[src/rtl/traffic_pkg.sv]
// Shared definitions for the intersection phase sequencer: phase encoding and
// the bit positions of the lamp vector used by the controller and its bench.
package traffic_pkg;

  typedef enum logic [2:0] {
    MAIN_GREEN,
    MAIN_YELLOW,
    ALL_RED,
    SIDE_GREEN,
    SIDE_YELLOW,
    WALK,
    WALK_CLEAR
  } state_e;

  localparam int LAMP_MAIN_RED    = 0;
  localparam int LAMP_MAIN_YELLOW = 1;
  localparam int LAMP_MAIN_GREEN  = 2;
  localparam int LAMP_SIDE_RED    = 3;
  localparam int LAMP_SIDE_YELLOW = 4;
  localparam int LAMP_SIDE_GREEN  = 5;
  localparam int LAMP_WALK        = 6;
  localparam int LAMP_DONT_WALK   = 7;
  localparam int LAMP_N           = 8;

endpackage

[src/rtl/phase_timer.sv]
// Loadable down-counter for phase dwell times; saturates at zero and flags
// expiry while it reads zero.
module phase_timer #(
  parameter int CNT_W   = 8,
  parameter int RST_VAL = 0
) (
  input  logic             clk,
  input  logic             sys_reset,
  input  logic             load,
  input  logic [CNT_W-1:0] load_val,
  output logic [CNT_W-1:0] count,
  output logic             expired
);

  logic [CNT_W-1:0] cnt_q, cnt_d;

  always_comb begin
    if (load)              cnt_d = load_val;
    else if (cnt_q == '0)  cnt_d = '0;
    else                   cnt_d = cnt_q - 1'b1;
  end

  // NOTE: sequential state uses non-blocking assignments so every register samples pre-edge values.
  always_ff @(posedge clk) begin
    if (!sys_reset) cnt_q <= CNT_W'(RST_VAL);
    else            cnt_q <= cnt_d;
  end

  assign count   = cnt_q;
  assign expired = (cnt_q == '0);

endmodule

[src/rtl/traffic_phase_controller.sv]
// Timed Moore sequencer for vehicle and pedestrian lamps with walk-request ack.
// Optional don't-walk flashing during pedestrian clearance: WALK_FLASH_EN.
module traffic_phase_controller
  import traffic_pkg::*;
#(
  parameter int CNT_W      = 8,
  parameter int GREEN_MIN  = 8,
  parameter int YELLOW_CYC = 3,
  parameter int RED_CYC    = 2,
  parameter int SIDE_CYC   = 5,
  parameter int WALK_CYC   = 6,
  parameter int CLEAR_CYC  = 4,
  parameter int FLASH_CYC  = 2
) (
  input  logic clk,
  input  logic sys_reset,
  input  logic walkRegister_status,
  input  logic side_car_sensor,
  output logic main_red,
  output logic main_yellow,
  output logic main_green,
  output logic side_red,
  output logic side_yellow,
  output logic side_green,
  output logic walk_lamp,
  output logic dont_walk_lamp,
  output logic walkRegister_reset
);

  localparam int MAX_DUR = 2 ** CNT_W;

  if (GREEN_MIN < 1 || YELLOW_CYC < 1 || RED_CYC < 1 || SIDE_CYC < 1 ||
      WALK_CYC < 1 || CLEAR_CYC < 1 || FLASH_CYC < 1 ||
      GREEN_MIN >= MAX_DUR || YELLOW_CYC >= MAX_DUR || RED_CYC >= MAX_DUR ||
      SIDE_CYC >= MAX_DUR || WALK_CYC >= MAX_DUR || CLEAR_CYC >= MAX_DUR ||
      FLASH_CYC >= MAX_DUR) begin : g_bad_duration
    $error("traffic_phase_controller: every duration must be in 1 .. 2**CNT_W-1");
  end

  state_e           state_q, state_d;
  logic             goto_main_q, goto_main_d;
  logic             t_load, t_expired;
  logic [CNT_W-1:0] t_load_val, t_count;
  logic             dw_clear;
  logic [LAMP_N-1:0] lamps;

  function automatic logic [CNT_W-1:0] dwell_m1(input state_e s);
    case (s)
      MAIN_GREEN:  return CNT_W'(GREEN_MIN - 1);
      MAIN_YELLOW: return CNT_W'(YELLOW_CYC - 1);
      SIDE_GREEN:  return CNT_W'(SIDE_CYC - 1);
      SIDE_YELLOW: return CNT_W'(YELLOW_CYC - 1);
      WALK:        return CNT_W'(WALK_CYC - 1);
      WALK_CLEAR:  return CNT_W'(CLEAR_CYC - 1);
      default:     return CNT_W'(RED_CYC - 1);
    endcase
  endfunction

  // NOTE: defaults first keep every path assigned, so no latch is inferred.
  always_comb begin
    state_d     = state_q;
    goto_main_d = goto_main_q;
    case (state_q)
      MAIN_GREEN:
        if (t_expired && (walkRegister_status || side_car_sensor)) state_d = MAIN_YELLOW;
      MAIN_YELLOW:
        if (t_expired) begin
          state_d     = ALL_RED;
          goto_main_d = 1'b0;
        end
      ALL_RED:
        if (t_expired) begin
          if (goto_main_q)              state_d = MAIN_GREEN;
          else if (walkRegister_status) state_d = WALK;
          else if (side_car_sensor)     state_d = SIDE_GREEN;
          else                          state_d = MAIN_GREEN;
        end
      SIDE_GREEN:
        if (t_expired) begin
          state_d     = SIDE_YELLOW;
          goto_main_d = 1'b1;
        end
      SIDE_YELLOW:
        if (t_expired) state_d = ALL_RED;
      WALK:
        if (t_expired) begin
          state_d     = WALK_CLEAR;
          goto_main_d = 1'b1;
        end
      WALK_CLEAR:
        if (t_expired) state_d = ALL_RED;
      default:
        state_d = ALL_RED;
    endcase
  end

  always_ff @(posedge clk) begin
    if (!sys_reset) begin
      state_q     <= ALL_RED;
      goto_main_q <= 1'b1;
    end else begin
      state_q     <= state_d;
      goto_main_q <= goto_main_d;
    end
  end

  // Every transition is a state change, so the timer reloads exactly on entry.
  assign t_load     = (state_d != state_q);
  assign t_load_val = dwell_m1(state_d);

  phase_timer #(
    .CNT_W   (CNT_W),
    .RST_VAL (RED_CYC - 1)
  ) u_timer (
    .clk       (clk),
    .sys_reset (sys_reset),
    .load      (t_load),
    .load_val  (t_load_val),
    .count     (t_count),
    .expired   (t_expired)
  );

`ifdef WALK_FLASH_EN
  logic [CNT_W-1:0] flash_cnt_q, flash_cnt_d;
  logic             flash_phase_q, flash_phase_d;

  // Both flash registers clear on any cycle not continuing WALK_CLEAR, which
  // covers both the reset on entry and the forced-on lamp after leaving.
  always_comb begin
    flash_cnt_d   = '0;
    flash_phase_d = 1'b0;
    if (state_q == WALK_CLEAR && state_d == WALK_CLEAR) begin
      if (flash_cnt_q == CNT_W'(FLASH_CYC - 1)) begin
        flash_phase_d = ~flash_phase_q;
      end else begin
        flash_cnt_d   = flash_cnt_q + 1'b1;
        flash_phase_d = flash_phase_q;
      end
    end
  end

  always_ff @(posedge clk) begin
    if (!sys_reset) begin
      flash_cnt_q   <= '0;
      flash_phase_q <= 1'b0;
    end else begin
      flash_cnt_q   <= flash_cnt_d;
      flash_phase_q <= flash_phase_d;
    end
  end

  assign dw_clear = ~flash_phase_q;
`else
  assign dw_clear = 1'b1;
`endif

  always_comb begin
    lamps                   = '0;
    lamps[LAMP_MAIN_GREEN]  = (state_q == MAIN_GREEN);
    lamps[LAMP_MAIN_YELLOW] = (state_q == MAIN_YELLOW);
    lamps[LAMP_MAIN_RED]    = !(state_q inside {MAIN_GREEN, MAIN_YELLOW});
    lamps[LAMP_SIDE_GREEN]  = (state_q == SIDE_GREEN);
    lamps[LAMP_SIDE_YELLOW] = (state_q == SIDE_YELLOW);
    lamps[LAMP_SIDE_RED]    = !(state_q inside {SIDE_GREEN, SIDE_YELLOW});
    lamps[LAMP_WALK]        = (state_q == WALK);
    lamps[LAMP_DONT_WALK]   = (state_q == WALK)       ? 1'b0 :
                              (state_q == WALK_CLEAR) ? dw_clear : 1'b1;
  end

  assign main_red       = lamps[LAMP_MAIN_RED];
  assign main_yellow    = lamps[LAMP_MAIN_YELLOW];
  assign main_green     = lamps[LAMP_MAIN_GREEN];
  assign side_red       = lamps[LAMP_SIDE_RED];
  assign side_yellow    = lamps[LAMP_SIDE_YELLOW];
  assign side_green     = lamps[LAMP_SIDE_GREEN];
  assign walk_lamp      = lamps[LAMP_WALK];
  assign dont_walk_lamp = lamps[LAMP_DONT_WALK];

  // The timer still holds its load value only in the first WALK cycle.
  assign walkRegister_reset = (state_q == WALK) && (t_count == CNT_W'(WALK_CYC - 1));

endmodule

[config.mk]
export PLATFORM = sky130hd
export DESIGN_NAME = traffic_phase_controller
export DESIGN_NICKNAME = d
export VERILOG_FILES = /design/src/rtl/traffic_pkg.sv /design/src/rtl/phase_timer.sv /design/src/rtl/traffic_phase_controller.sv
export SDC_FILE = /design/constraint.sdc
export NUM_CORES = 1
export LEC_CHECK = 0
export CAP_MARGIN = 20
export CORE_MARGIN = 4
export CORE_UTILIZATION = 40
export DETAILED_ROUTE_END_ITERATION = 7
export DONT_BUFFER_PORTS = 1
export GPL_TIMING_DRIVEN = 0
export HOLD_SLACK_MARGIN = 0.1
export PLACE_DENSITY = 0.58
export SYNTH_ARGS = -nofsm -noshare
export SYNTH_HDL_FRONTEND = slang
export SYNTH_SLANG_ARGS = --single-unit
[constraint.sdc]
create_clock -name clk -period 4.8 [get_ports clk]
set_input_delay 0.96 -clock clk [delete_from_list [all_inputs] [get_ports clk]]
set_output_delay 0.96 -clock clk [all_outputs]
set_load 0.05 [all_outputs]
==> summary.md, run 1 <==
| Metric | Value |
|---|---|
| Status | `finished clean` |
| Crit path DAT | `2090 ps` |
| Die area | `2850 µm²` |
| Slowest cell on crit path | `nor2_1` |
| Worst Path Max Fanout | `10` |
| Number of global-route vias before repair | `656` |
| Syn_area_per_cell | `8.16 µm²` |
| Die Height | `53.4 µm` |
| DR vias/cell | `5.59` |
| H-tree Lvls | `1` |
| Row Count | `16` |
| Fin Setup TNS | `0 ps` |
| Drt drc | `0` |
| Post-CTS Resized | `0` |
| Element type at the critical path start | `flip-flop` |
| Slew HR | `29.9%` |
| Sink Count | `12` |
| # nets final | `114` |
| Async set-or-reset flop fraction in the synthesized netlist | `0%` |
| Worst vdd ir | `255 µV` |
| CTS tree | `yes` |
| Num ports | `13` |
| Hold buffers post-CTS | `0` |
| Share of layout cells above drive strength 1 | `17.9%` |
| Final GP Congestion | `0.786` |
| Post-Syn Instances | `101` |
| Finished Core Util | `46.0%` |
| # setup viols final | `0` |
| Maximum clock frequency | `0.328 GHz` |
| GRT Total Usage | `13.9%` |
| RSZ-0062 raised after global routing | `false` |
| Actual slew at the worst max-slew pin | `1050 ps` |
| Primary FF master, synth | `dfxtp_1` |
| First-pass GRT wire length | `2920 µm` |
| Maximum capacitance violations | `0` |
| P_leak | `0.000348 µW` |
| CTS Buffer Depth | `2` |
| Clk_lat worst skew | `280 ps` |
| Pins Over Slew Limit | `0` |
| Synthesis-to-finish area growth | `9.41%` |
| Post-Syn Nets | `108` |
| CP Cell Sequence | `buf_2 > or2_2 > nor2_1` |
| Antenna-violating nets left | `0` |
| Skew final | `0.535 ps` |
| Vias | `743` |
| IO buf count | `0` |
| Starting density of the core | `42.0%` |
| Cell Area, Synth | `825 µm²` |
| Number of antenna violations at the first check in global routing | `0` |
| Worst EP required | `3840 ps` |
| CTS clock-pin slew for the worst setup and hold paths | `80 ps` |
| Ant diodes | `0` |
| Crit path largest cell delay | `840 ps` |
| Num CTS Buffers | `3` |
| Placeable Area | `1960 µm²` |
| Post-Route WL | `1800 µm` |
| Sequential fraction of the synthesis area | `29.1%` |
| PwrDens | `583 nW/µm²` |
| Final hold vios | `0` |
| Largest net degree at the start of global routing | `11` |
| Critical setup path kind | `flip-flop to output pin` |
| WL per Instance | `13.5 µm` |
| Post-DP HPWL | `1340 µm` |
| Root buf cell | `clkbuf_4` |
| Post-CTS setup buffers | `0` |
| Yosys cell types | `42` |
| Yosys reg bits | `12` |
| EDFF count, synth | `0` |
| Yosys warnings | `0` |
| Period utilisation layout | `63.5%` |
| 1st-iter DRT viols | `15` |
| Crit end category | `output pin` |
| Tmin final | `3050 ps` |
| Grt ovf | `0` |
| Hold crit path type | `flip-flop to flip-flop` |
| DRT Pass-1 Iters | `4` |
| Die Wd | `53.4 µm` |
==> power breakdown <==
part | internal (µW) | total (µW) | switching (µW) | leakage (µW)
clock network | 46.1 | 84.3 | 38.2 | 0.0000210
registers | 125 | 152 | 27.1 | 0.0000984
logic | 118 | 290 | 171 | 0.000228
==> worst max-delay path, delay by kind of cell (launching register included) <==
kind / cells / cell delay (ps)
and+or+nand+nor: 2 / 1300
DFF: 1 / 330
buffers and inverters: 1 / 180
==> worst paths after layout <==
path | startpoint | endpoint | slack (ps) | cells after the start
min | u_timer.count[3] | u_timer.count[3] | 540 | 2
min reg2reg | u_timer.count[3] | u_timer.count[3] | 540 | 2
max | state_q[2] | main_yellow | 1750 | 3
max reg2reg | state_q[2] | u_timer.count[2] | 2490 | 5
==> synth_stat cells, drive strengths merged, types with 2 or more instances <==
cell / n / area share, %
nor4: 4 / 3.8
o21ai: 6 / 4.1
and2: 2 / 1.5
nand3: 5 / 3.0
xnor2: 3 / 3.2
dfxtp: 12 / 29
or2: 2 / 1.5
nor2: 13 / 6.2
a21oi: 3 / 1.8
nor2b: 3 / 2.3
o211ai: 3 / 3.3
inv: 5 / 2.3
nor3: 3 / 1.8
ha: 3 / 4.6
buf: 3 / 2.1
o311a: 2 / 2.4
nand2: 7 / 3.2
a31oi: 3 / 2.3
==> layout make-up <==
| class | instances | area, µm² |
|---|---|---|
| fillers | 218 | 1060 |
| multi-input cells | 80 | 544 |
| flip-flops and latches | 12 | 240 |
| clock buffers | 4 | 36.3 |
| well taps | 27 | 33.8 |
| plain buffers | 4 | 21.3 |
| inverters | 5 | 18.8 |
| repair buffers | 1 | 7.51 |
==> placed cells by master, fill, tap and decap left out, drive strengths merged, types with 2 or more instances in the layout <==
master and count:
a21oi 3, a31oi 3, and2 2, buf 4, clkbuf 5, dfxtp 12
ha 3, inv 5, nand2 7, nand3 5, nor2 13, nor2b 3
nor3 3, nor4 4, o211ai 3, o21ai 6, o311a 2, or2 2
xnor2 3
==> cell families (layout without fill, tap and decap cells) <==
group | Yosys count | count (layout) | share of synthesized area [%]
XOR/XNOR | 4 | 4 | 4.25
flip-flops | 12 | 12 | 29.1
AND/OR/NAND/NOR | 47 | 47 | 31.6
buffers and inverters | 9 | 14 | 4.86
adder cells (fa/ha/maj) | 3 | 3 | 4.55
AO/OA/AOI/OAI | 26 | 26 | 25.6
==> layer usage <==
| metal | global-route usage, % | vias to the layer above | routed length, µm |
|---|---|---|---|
| met3 | 2.54 | 4 | 67 |
| met4 | 6.38 | 0 | 27 |
| met5 | 0 | - | 0 |
| li1 | - | 381 | - |
| met2 | 19.0 | 14 | 732 |
| met1 | 20.4 | 344 | 975 |
==> per-stage QoR <==
stage / instance area (µm²) / setup WS (ps) / cells / total power (µW) / hold WS, ps
2_1_floorplan: 825 / 1640 / 101 / 395 / 478
6_report: 902 / 1750 / 133 / 526 / 539
3_5_place_dp: 866 / 2060 / 129 / 440 / 522
3_3_place_gp: 858 / 1420 / 128 / 439 / 509
4_1_cts: 902 / 1750 / 133 / 527 / 536
5_1_grt: 902 / 1680 / 133 / 566 / 576
==> registers in the layout, indices dropped and copies added, names as in the netlist <==
name and cells:
u_timer.count 8, goto_main_q 1, state_q 3
No activity file was read; power rests on OpenSTA's default activity.
==> inputs of run 2 (changes only) <==
Settings changed: PLACE_DENSITY 0.58 to 0.6.
Clock period 4.8 ns to 2.7 ns, I/O delays scaled along.
==> summary.md, run 2 (synthesis gave the netlist of run 1 again) <==
| Metric | Value |
|---|---|
| Hold crit path type | `input port to flip-flop` |
| Status | `finished clean` |
| Commonest non-fill, non-tap cells in the layout | `nor2_1 (12), dfxtp_1 (12), nand2_1 (6)` |
| RSZ-0062 raised after global routing | `false` |
| IO buf count | `0 (unchanged)` |
| Crit. Startpoint | `state_q[2]` |
| Post-DP HPWL | `1350 µm (+0.92%)` |
| Vias | `727 (-2.2%)` |
| Logic pwr share | `57.5% (+2.4 points)` |
| Row Count | `16 (unchanged)` |
| Crit path DAT | `2090 ps (about the same)` |
| Worst setup path end | `main_yellow` |
| Tmin final | `2630 ps` |
| DR vias/cell | `5.55 (-0.66%)` |
| Ant diodes | `0 (unchanged)` |
| Psw | `416 µW (+76%)` |
| Fin worst setup slack | `73.9 ps (-1680 ps)` |
| Critical setup path kind | `flip-flop to output pin` |
| Element type at the critical path start | `flip-flop` |
| Fin Setup TNS | `0 ps (unchanged)` |
| Hold buffers post-CTS | `0 (unchanged)` |
| P_leak | `0.000342 µW (-1.7%)` |
| Skew final | `5.64 ps (+5.10 ps)` |
| RR Startpoint | `state_q[2]` |
| Slew HR | `29.4% (-0.52 points)` |
| # nets final | `113 (-0.88%)` |
| Worst EP required | `2160 ps (-1680 ps)` |
| H-tree Lvls | `1 (unchanged)` |
| Fillers | `221 (+1.4%)` |
| Crit end category | `output pin` |
| Synthesis-to-finish area growth | `8.50%` |
| First-pass GRT wire length | `2940 µm (+0.72%)` |
| Root buf cell | `clkbuf_4` |
| PwrDens | `1000 nW/µm² (+72%)` |
| Post-Route WL | `1800 µm (-0.11%)` |
| Period utilisation layout | `97.3%` |
| Worst reg-to-reg path cell count | `5 (unchanged)` |
| Final hold vios | `0 (unchanged)` |
| Clock Power Share | `12.2% (-3.8 points)` |
| 1st-iter DRT viols | `8 (-7)` |
| Worst Path Max Fanout | `10 (unchanged)` |
| CTS clock-pin slew for the worst setup and hold paths | `80 ps (about the same)` |
| Largest net degree at the start of global routing | `11 (unchanged)` |
| Num CTS Buffers | `3 (unchanged)` |
| Max reg flops | `8 (unchanged)` |
| CTS tree | `yes` |
| Final hold slack | `328 ps (-211 ps)` |
| Starting density of the core | `42.0% (unchanged)` |
| Actual slew at the worst max-slew pin | `1060 ps (+7.82 ps)` |
| Number of antenna violations at the first check in global routing | `0 (unchanged)` |
| Power Total | `898 µW (+71%)` |
| CTS Buffer Depth | `2 (unchanged)` |
| Die Height | `53.4 µm (unchanged)` |
| Antenna-violating nets left | `0 (unchanged)` |
| Reg2Reg Capture Point | `u_timer.count[2]` |
| Internal power | `482 µW (+67%)` |
| Reg power frac | `30.3% (+1.4 points)` |
| Maximum capacitance violations | `0 (unchanged)` |
| Number of global-route vias before repair | `672 (+2.4%)` |
| Sink Count | `12 (unchanged)` |
| Drt drc | `0 (unchanged)` |
| Sw frac | `46.3% (+1.2 points)` |
| Pins Over Slew Limit | `0 (unchanged)` |
| Grt ovf | `0 (unchanged)` |
| R2R setup slack | `370 ps (-2120 ps)` |
| Die area | `2850 µm² (unchanged)` |
| Maximum clock frequency | `0.381 GHz` |
| Final GP Congestion | `0.840 (+6.8%)` |
| Num ports | `13 (unchanged)` |
| Share of layout cells above drive strength 1 | `18.3% (+0.34 points)` |
| Placeable Area | `1960 µm² (unchanged)` |
| DP Worst Slack | `151 ps (-1910 ps)` |
| DRT Pass-1 Iters | `4 (unchanged)` |
| Worst vdd ir | `557 µV (+120%)` |
| Clk_lat worst skew | `270 ps (about the same)` |
| WL per Instance | `13.7 µm (+1.4%)` |
| GRT Total Usage | `14.1% (+0.27 points)` |
| Die Wd | `53.4 µm (unchanged)` |
| # setup viols final | `0 (unchanged)` |
## run 2: per-layer routing
| layer | wire length [µm] | global-route usage (%) |
|---|---|---|
| met1 | 956 | 19.6 |
| met2 | 790 | 20.4 |
| met3 | 54 | 3.10 |
| met4 | 0 | 6.38 |
| met5 | 0 | 0 |
## run 2: per-stage QoR
stage / utilization (%) / instances / cell area [µm²]
6_report: 45.6 / 131 / 895
5_1_grt: 45.6 / 131 / 895
4_1_cts: 45.5 / 131 / 892
3_5_place_dp: 44.0 / 128 / 863
3_3_place_gp: 44.0 / 128 / 863
2_1_floorplan: - / 101 / 830
## run 2: timing repair
| item | in CTS | in global routing |
|---|---|---|
| setup buffers | 0 | 0 |
| resized for setup | 1 | 1 |
| endpoints found under the setup margin | 1 | 2 |
| pin swaps | 0 | 1 |
## run 2: how the worst min path moves through the flow
stage | from | endpoint | cells past startpoint
final | sys_reset | state_q[1] | 1
after detailed placement | u_timer.count[3] | u_timer.count[3] | 2
after global routing | sys_reset | state_q[1] | 1
after global placement | u_timer.count[3] | u_timer.count[3] | 2
after floorplan | u_timer.count[3] | u_timer.count[3] | 2
after CTS | sys_reset | state_q[1] | 1
## run 2: worst max-delay path: stages, from the launching register on
cell and delay, ps:
dfxtp_1 330, buf_2 180, or2_2 460, nor2_1 850
## run 2: layout make-up
cell class,instances,area (µm²),area share [%]
sequential,12,240,26.9
inverter,5,18.8,2.10
tap,27,33.8,3.78
multi-input combinational,80,558,62.4
buffer,4,21.3,2.38
clock buffer,3,22.5,2.52
## run 2: power by group through the flow
stage	sequential (µW)	combinational, µW	clock, µW
finish	272	516	110
CTS	271	516	114
detailed placement	275	507	0
global route	277	571	124
global placement	272	509	0
floorplan	261	444	0
